==> config.mk <==
export PLATFORM = sky130hd
export DESIGN_NAME = mem_copy_engine
export DESIGN_NICKNAME = d
export VERILOG_FILES = /design/src/rtl/mem_copy_pkg.sv /design/src/rtl/mem_copy_engine.sv
export SDC_FILE = /design/constraint.sdc
export NUM_CORES = 1
export LEC_CHECK = 0
export CAP_MARGIN = 10
export CORE_MARGIN = 5
export CORE_UTILIZATION = 51
export DETAILED_ROUTE_END_ITERATION = 10
export GPL_TIMING_DRIVEN = 0
export PLACE_DENSITY = 0.82
export SLEW_MARGIN = 20
export SYNTH_ARGS = -nofsm -noshare
export SYNTH_HDL_FRONTEND = slang
export SYNTH_SLANG_ARGS = --single-unit
==> constraint.sdc <==
create_clock -name Clk -period 3.6 [get_ports Clk]
set_input_delay 0.72 -clock Clk [delete_from_list [all_inputs] [get_ports Clk]]
set_output_delay 0.72 -clock Clk [all_outputs]
set_load 0.005 [all_outputs]
==> src/rtl/mem_copy_pkg.sv <==
// Shared definitions for the word-by-word memory copy engine.
`timescale 1ns/1ps
package mem_copy_pkg;

  typedef enum logic [1:0] {
    IDLE   = 2'd0,
    READ   = 2'd1,
    WRITE  = 2'd2,
    FINISH = 2'd3
  } state_t;

  localparam int ADDR_STEP_DEF = 4;

endpackage

==> src/rtl/mem_copy_engine.sv <==
// Single-port memory copy engine: alternates one READ and one WRITE cycle per word,
// then pulses Done in FINISH. All memory-side outputs are registered.
`timescale 1ns/1ps
module mem_copy_engine
  import mem_copy_pkg::*;
#(
  parameter int CNT_W     = 8,
  parameter int ADDR_STEP = ADDR_STEP_DEF
) (
  input  logic             Clk,
  input  logic             Rst,
  input  logic             Start,
  input  logic [31:0]      SrcAddr,
  input  logic [31:0]      DstAddr,
  input  logic [CNT_W-1:0] WordCount,
  output logic [31:0]      Address,
  output logic [31:0]      WriteData,
  output logic             MemWrite,
  output logic             MemRead,
  input  logic [31:0]      ReadData,
  output logic             Busy,
  output logic             Done,
  output logic [CNT_W-1:0] WordsCopied
);

  localparam logic [31:0] STEP = 32'(ADDR_STEP);

  state_t           r_state;
  logic [31:0]      r_src, r_dst, r_addr, r_wdata;
  logic [CNT_W-1:0] r_count, r_copied;
  logic             r_rd, r_wr, r_busy, r_done;

  logic [31:0]      w_src_nxt, w_dst_nxt;
  logic [CNT_W-1:0] w_copied_nxt;
  logic             w_more;

  assign w_src_nxt    = r_src + STEP;
  assign w_dst_nxt    = r_dst + STEP;
  assign w_copied_nxt = r_copied + 1'b1;
  assign w_more       = (w_copied_nxt < r_count);

  // Outputs are loaded on the edge that enters a state, so they are valid
  // for the whole cycle the state occupies.
  always_ff @(posedge Clk) begin
    if (Rst) begin
      r_state  <= IDLE;
      r_src    <= '0;
      r_dst    <= '0;
      r_count  <= '0;
      r_copied <= '0;
      r_addr   <= '0;
      r_wdata  <= '0;
      r_rd     <= 1'b0;
      r_wr     <= 1'b0;
      r_busy   <= 1'b0;
      r_done   <= 1'b0;
    end else begin
      case (r_state)
        IDLE: begin
          if (Start) begin
            r_src    <= SrcAddr;
            r_dst    <= DstAddr;
            r_count  <= WordCount;
            r_copied <= '0;
            if (WordCount != '0) begin
              r_state <= READ;
              r_addr  <= SrcAddr;
              r_rd    <= 1'b1;
              r_busy  <= 1'b1;
            end else begin
              r_state <= FINISH;
              r_done  <= 1'b1;
            end
          end
        end
        READ: begin
          r_state <= WRITE;
          r_wdata <= ReadData;
          r_addr  <= r_dst;
          r_rd    <= 1'b0;
          r_wr    <= 1'b1;
        end
        WRITE: begin
          r_src    <= w_src_nxt;
          r_dst    <= w_dst_nxt;
          r_copied <= w_copied_nxt;
          r_wr     <= 1'b0;
          r_wdata  <= '0;
          if (w_more) begin
            r_state <= READ;
            r_addr  <= w_src_nxt;
            r_rd    <= 1'b1;
          end else begin
            r_state <= FINISH;
            r_addr  <= '0;
            r_busy  <= 1'b0;
            r_done  <= 1'b1;
          end
        end
        FINISH: begin
          r_state <= IDLE;
          r_done  <= 1'b0;
        end
      endcase
    end
  end

  assign Address     = r_addr;
  assign WriteData   = r_wdata;
  assign MemRead     = r_rd;
  assign MemWrite    = r_wr;
  assign Busy        = r_busy;
  assign Done        = r_done;
  assign WordsCopied = r_copied;

endmodule

==> results of run 1 <==
==> where the power goes <==
group / switching (uW) / total, uW / internal (uW)
combinational: 1690 / 2810 / 1120
clock: 760 / 1810 / 1050
sequential: 354 / 2380 / 2030
total: 2810 / 7010 / 4200
==> synthesized netlist by cell type (all sizes together) (3+ instances only) <==
cell	number	area (um^2)
o32ai	10	87.6
nor3	30	150
a21o	7	52.6
o31ai	6	45.0
a211oi	20	150
a21oi	110	551
and3	24	150
or4	4	33.8
a221o	6	60.1
a22oi	41	308
ha	14	175
nor2	102	383
a311oi	3	26.3
or3	4	25.0
nor4	4	25.0
nand3	42	223
xor2	11	96.3
nand4	15	93.8
a2bb2oi	3	26.3
inv	26	97.6
o21ai	33	165
mux2i	13	130
a31oi	16	100
nor2b	9	56.3
o211ai	15	113
buf	12	48.8
and2	9	57.6
and4	7	61.3
nand2	127	477
or2	8	50.1
clkbuf	76	285
o22ai	19	119
o211a	3	30.0
dfxtp	150	3000
a221oi	20	175
xnor2	22	193
nor3b	3	22.5
==> metal layers <==
layer  share of wire, %  vias to the layer above  global-route usage (%)
met4                6.0                        0                    19.9
li1                   -                     4204                       -
met5                  0                        -                       0
met1                 37                     4299                    46.0
met3                 14                      176                    12.6
met2                 42                      784                    54.9
==> worst min-delay path, cell delays in order (launching register included) <==
cell and delay, ns:
dfxtp_1 0.31, nand2_1 0.05, a21oi_1 0.05
==> worst paths after layout <==
kind,to,slack (ns),cells past startpoint
worst max-delay path,r_src[25],0.1,8
worst min-delay path,Address[10],0.46,2
worst max register to register,r_src[25],0.1,8
worst min register to register,Address[10],0.46,2
==> area by class of cell <==
class	instances	area, um^2
Timing Repair Buffer	181	1810
Tap cell	211	264
Multi-Input combinational cell	779	4600
Fill cell	1328	4620
Inverter	26	97.6
Clock inverter	10	125
Buffer	88	338
Clock buffer	20	457
Sequential cell	150	3000
==> per-stage QoR <==
stage	hold WS [ns]	cell area (um^2)	setup WS [ns]	std cells
floorplan	0.436	8020	0.768	1043
global placement	0.442	10100	-0.189	1435
detailed placement	0.447	10100	-0.236	1435
CTS	0.457	10700	0.128	1465
global route	0.462	10700	-0.00864	1465
finish	0.456	10700	0.0996	1465
==> layout by cell type, fill, tap and decap left out, types with 16 or more instances in the layout <==
cell type	n
clkdlybuf4s50_1	181
dfxtp_1	150
nand2_1	127
a21oi_1	110
nor2_1	101
clkbuf_1	75
nand3_1	41
a22oi_1	41
o21ai_0	32
nor3_1	30
inv_1	26
and3_1	24
xnor2_1	22
a221oi_1	20
a211oi_1	20
o22ai_1	19
clkbuf_16	17
a31oi_1	16
==> sequential cells by signal, indices dropped and copies added, names as in the netlist <==
| register | flops |
|---|---|
| Address | 32 |
| WriteData | 32 |
| r_dst | 32 |
| r_src | 32 |
| WordsCopied | 8 |
| r_count | 8 |
| r_state | 2 |
| Busy | 1 |
| Done | 1 |
| MemRead | 1 |
| MemWrite | 1 |
==> logic make-up (layout without fill, tap and decap cells) <==
family                     after synthesis  in the layout
and+or+nand+nor                        390            390
muxes                                   14             14
AOI/OAI and AO/OA                      328            328
DFF                                    150            150
buffers and inverters                  114            325
xor gates and xnor gates                33             33
adders and majority gates               14             14
==> timing repair <==
item / in CTS / in global routing
setup buffers: 0 / 0
resized for setup: 1 / 7
endpoints found under the setup margin: 5 / 25
==> metrics.md, run 1 <==
| Metric | Value |
|---|---|
| Initial Utilization | `52.4%` |
| Avg WL per Cell | `23.6 um` |
| Synthesized-area fraction occupied by adder cells | `under 10%` |
| Critical-path cell list | `inv_1, ha_1, clkbuf_1, clkbuf_1, clkbuf_1, buf_1, o211ai_1, a31oi_1` |
| Die height | `~140 um` |
| Leakage | `0.00386 uW` |
| Clk buf depth | `2` |
| First-pass GRT wire length | `51,100 um` |
| Vias in the first global route | `8,917` |
| Setup crit end kind | `flop` |
| Synth-to-layout area growth | `33.3%` |
| Initial antenna violation count | `0` |
| Detail Placement HPWL | `25,000 um` |
| Synthesized cell area | `0.00802 mm^2` |
| Crit path max fanout | `10` |
| Final Util | `approximately 70%` |
| Final Slew Violations | `0` |
| Main synth FF type | `dfxtp_1` |
| P per Cell Area | `655 mW/mm^2` |
| Data arrival, critical path | `3.86 ns` |
| Rows | `45` |
| Chip width | `around 140 um` |
| Top-level port count | `183` |
| H-tree Lvls | `4` |
| Clock Sinks | `150` |
| Overall routing resource usage | `36.6%` |
| Max-cap violations | `0` |
| Post-synth ARST share | `0%` |
| Latest clock arrival within the worst-skew pair | `0.44 ns` |
| Post-synthesis compound-gate area fraction | `26.7%` |
| Clock transition at path regs | `about 0.070 ns` |
| Worst VDD drop | `roughly 0.00038 V` |
| Hold Crit Class | `reg -> reg` |
| Synth Net Count | `between 1,000 and 1,500` |
| Outcome | `completed` |
| Vias post-DR | `9,463` |
| Yosys warns | `0` |
| Delay of the slowest critical-path stage | `0.73 ns` |
| Mux cell area share after synthesis | `1.76%` |
| Main combinational cell family by area after synthesis | `compound AO/OA/AOI/OAI gates` |
| Rel. slew slack | `40.7%` |
| Kind of critical path | `reg -> reg` |
| Drt initial violations | `1,343` |
| Setup tns final | `0 ns` |
| Syn Inst Count | `between 1,000 and 1,500` |
| Hold path startpoint | `Address[10]` |
| Clock skew | `about 0.0074 ns` |
| Layout cell share with drive strength beyond 1 | `3.91%` |
| Fin. Hold Viols | `0` |
| CTS Hold Bufs | `0` |
| Seq/Total Area, Yosys | `37.4%` |
| Synth cell types | `56` |
| Number of flops mapped to enable cells by yosys | `0` |
| # setup viols final | `0` |
| Fin crit share | `97.2%` |
| Reg-to-Reg Start | `r_state[0]` |
| # diodes | `0` |
| Gpl congestion | `0.999` |
| Largest net degree at the start of global routing | `17` |
| Startpoint types | `flop` |
| Worst-margin pin slew | `0.889 ns` |
| CTS Root Cell | `clkbuf_16` |
| Drt pass-1 iters | `8` |
| Total global routing overflow | `0` |
| Critical path's slowest cell | `clkbuf_1` |
| Post-synthesis xor/xnor area fraction | `between 3 and 4%` |
| Post-synthesis register bit count | `150` |
| Cts bufs inserted | `17` |
| Synth Area in Simple Gates | `22.9%` |
| Vias per cell | `6.46` |
| WL final | `between 30,000 and 40,000 um` |
| Most Frequent Cell on Critical Path | `clkbuf_1` |
| Total power | `7010 uW` |
| ANT nets after route | `0` |
| Syn avg cell area | `roughly 7.7 um^2` |
| Port bufs | `181` |
| WP buf/inv | `5` |
| Top delay family on crit path | `buffers and inverters` |
| Max Freq | `0.286 GHz` |
| Worst Path Required | `3.96 ns` |
| Final net count | `1,364` |
| Final worst path period need | `3.50 ns` |
| Start point of the critical path | `r_state[0]` |
| Core area | `between 0.015 and 0.02 mm^2` |
| Die area | `roughly 0.018 mm^2` |
| CTS tree | `yes` |
| DRC | `0` |
(Power assumes the default switching activity.)
==> run 2: changes to the inputs <==
--- a/config.mk
+++ b/config.mk
@@ -11,6 +11,7 @@
 export DETAILED_ROUTE_END_ITERATION = 10
 export GPL_TIMING_DRIVEN = 0
 export PLACE_DENSITY = 0.82
+export REMOVE_ABC_BUFFERS = 1
 export SLEW_MARGIN = 20
 export SYNTH_ARGS = -nofsm -noshare
 export SYNTH_HDL_FRONTEND = slang
==> run 2 against run 1 <==
  * Cell count down 5.2%
  * Utilization down 0.073 points
  * Routed wire length down 21%
  * Clock skew up 0.0023 ns
  * Hold slack worse by 0.0082 ns
  * Non-clock buffer count down 78
  * Total power down 1.6%
  * Critical endpoint is now Address[28]
  * First-iteration DRC count down 16%
  * Via count down 8.4%
  * Global-route usage down 7.9 points
==> metrics.md, run 2 (synthesis gave the netlist of run 1 again) <==
| Metric | Value |
|---|---|
| Outcome | `completed` |
| Synth-to-layout area growth | `33.2%` |
| Clk buf depth | `2` |
| Register area | `0.00300 mm^2` |
| H-tree Lvls | `4` |
| CTS Hold Bufs | `0` |
| Detail Placement HPWL | `17,800 um` |
| Worst VDD drop | `approximately 0.0004 V` |
| Worst Path Required | `between 3 and 4 ns` |
| Layout cell share with drive strength beyond 1 | `5.69%` |
| Data arrival, critical path | `3.69 ns` |
| Latest clock arrival within the worst-skew pair | `around 0.43 ns` |
| Hold Crit Class | `reg -> reg` |
| Gpl congestion | `0.890` |
| Setup tns final | `0 ns` |
| Final Slew Violations | `0` |
| Multi-input logic area | `0.00466 mm^2` |
| Avg WL per Cell | `19.6 um` |
| Startpoint types | `flop` |
| Drt initial violations | `1,133` |
| Fin. Hold Viols | `0` |
| Hold endpoint | `Address[3]` |
| ANT nets after route | `0` |
| Initial Utilization | `52.4%` |
| Max-cap violations | `0` |
| Initial antenna violation count | `0` |
| Die height | `135 um` |
| RSZ-0062 raised after global routing | `false` |
| Total global routing overflow | `0` |
| Final worst path period need | `3.36 ns` |
| Chip width | `roughly 140 um` |
| Setup crit end kind | `flop` |
| Clock Sinks | `150` |
| Max Freq | `approximately 0.30 GHz` |
| Vias in the first global route | `8,239` |
| Most common cell after layout, fill and taps aside | `clkdlybuf4s50_1` |
| # diodes | `0` |
| Core area | `between 0.015 and 0.02 mm^2` |
| Worst-margin pin slew | `1.03 ns` |
| Most frequent cells in the layout | `clkdlybuf4s50_1 (181), dfxtp_1 (150), nand2_1 (127)` |
| Leakage | `0.00387 uW` |
| Port bufs | `182` |
| Fillers | `about 1,200` |
| Vias post-DR | `between 8,000 and 9,000` |
| Clock transition at path regs | `0.06 ns` |
| Clock skew | `0.00971 ns` |
| Drt pass-1 iters | `5` |
| Hold depth | `2` |
| Hold Worst Slack | `about 0.45 ns` |
| WL final | `27,200 um` |
| Reg2reg setup slack | `0.24 ns` |
| Hold path startpoint | `Address[3]` |
| Worst R2R Path Depth | `7` |
| Top-level port count | `between 150 and 200` |
| CTS Root Cell | `clkbuf_16` |
| Crit path max fanout | `23` |
| Overall routing resource usage | `28.6%` |
| Largest net degree at the start of global routing | `77` |
| Rel. slew slack | `between 30% and 40%` |
| Reg2reg end | `Address[28]` |
| Final Util | `69.8%` |
| Die area | `0.0183 mm^2` |
| First-pass GRT wire length | `42,200 um` |
| Rows | `45` |
| Fin crit share | `93.4%` |
| Reg-to-Reg Start | `r_state[0]` |
| Kind of critical path | `reg -> reg` |
| # setup viols final | `0` |
| Cts bufs inserted | `17` |
| Vias per cell | `6.24` |
| Final net count | `roughly 1,300` |
| P per Cell Area | `646 mW/mm^2` |
| CTS tree | `yes` |
| DRC | `0` |
[run 2: cell types whose count changed in the layout (fill, tap and decap cells not counted), moves of 3 or more]
cell and change:
buf_16 +5, clkbuf_1 -74, nor2_1 -3, buf_2 -3, buf_1 -10, clkinv_2 +3
[run 2: where the power goes]
group	internal (uW)	leakage, uW	switching [uW]
clock network	1200	0.000302	725
logic	1180	0.00234	1430
registers	2030	0.00123	340
total	4410	0.00387	2490
[run 2: layer usage]
| metal | GRT usage [%] | vias to the layer above | routed length [um] |
|---|---|---|---|
| li1 | - | 4056 | - |
| met1 | 35.6 | 4050 | 10800 |
| met2 | 46.0 | 490 | 12500 |
| met3 | 9.84 | 73 | 3110 |
| met4 | 10.6 | 0 | 799 |
| met5 | 0 | - | 0 |
[run 2: critical path: stages, from the launching register on]
cell     delay (ns)
dfxtp_1        0.38
inv_1          0.12
ha_1           0.96
inv_2          0.36
nor2_1         0.40
or2_2          0.43
nand3_1        0.25
o32ai_1        0.35
[run 2: repair_timing]
item / 4_1_cts / 5_1_grt
setup endpoints to repair: 1 / 2
buffers inserted: 0 / 0
gates resized for setup: 1 / 1
[run 2: how the worst max path moves through the flow]
stage	start	endpoint	depth (start not counted)
after floorplan	r_state[0]	r_dst[31]	5
after global placement	r_state[0]	r_dst[31]	5
after detailed placement	WordCount[7]	Address[27]	9
after CTS	WordsCopied[0]	Address[20]	11
after global routing	WordsCopied[2]	r_state[1]	10
final	r_state[0]	Address[28]	7
[run 2: per-stage QoR]
stage          cell area, um^2  setup WS [ns]  power (uW)  instances
2_1_floorplan             7690          -1.16        3700        955
3_3_place_gp              9770          -4.49        4770       1348
3_5_place_dp             10000        -0.0126        4940       1357
4_1_cts                  10700          0.220        6880       1389
5_1_grt                  10700         0.0566        7240       1389
6_report                 10700          0.239        6900       1389
[run 2: area by class of cell]
cell class / instances / share of cell area [%]
clock buffers: 20 / 4.27
multi-input cells: 779 / 43.6
flip-flops and latches: 150 / 28.1
repair buffers: 191 / 19.0
well taps: 211 / 2.47
inverters: 26 / 0.937
clock inverters: 12 / 1.64
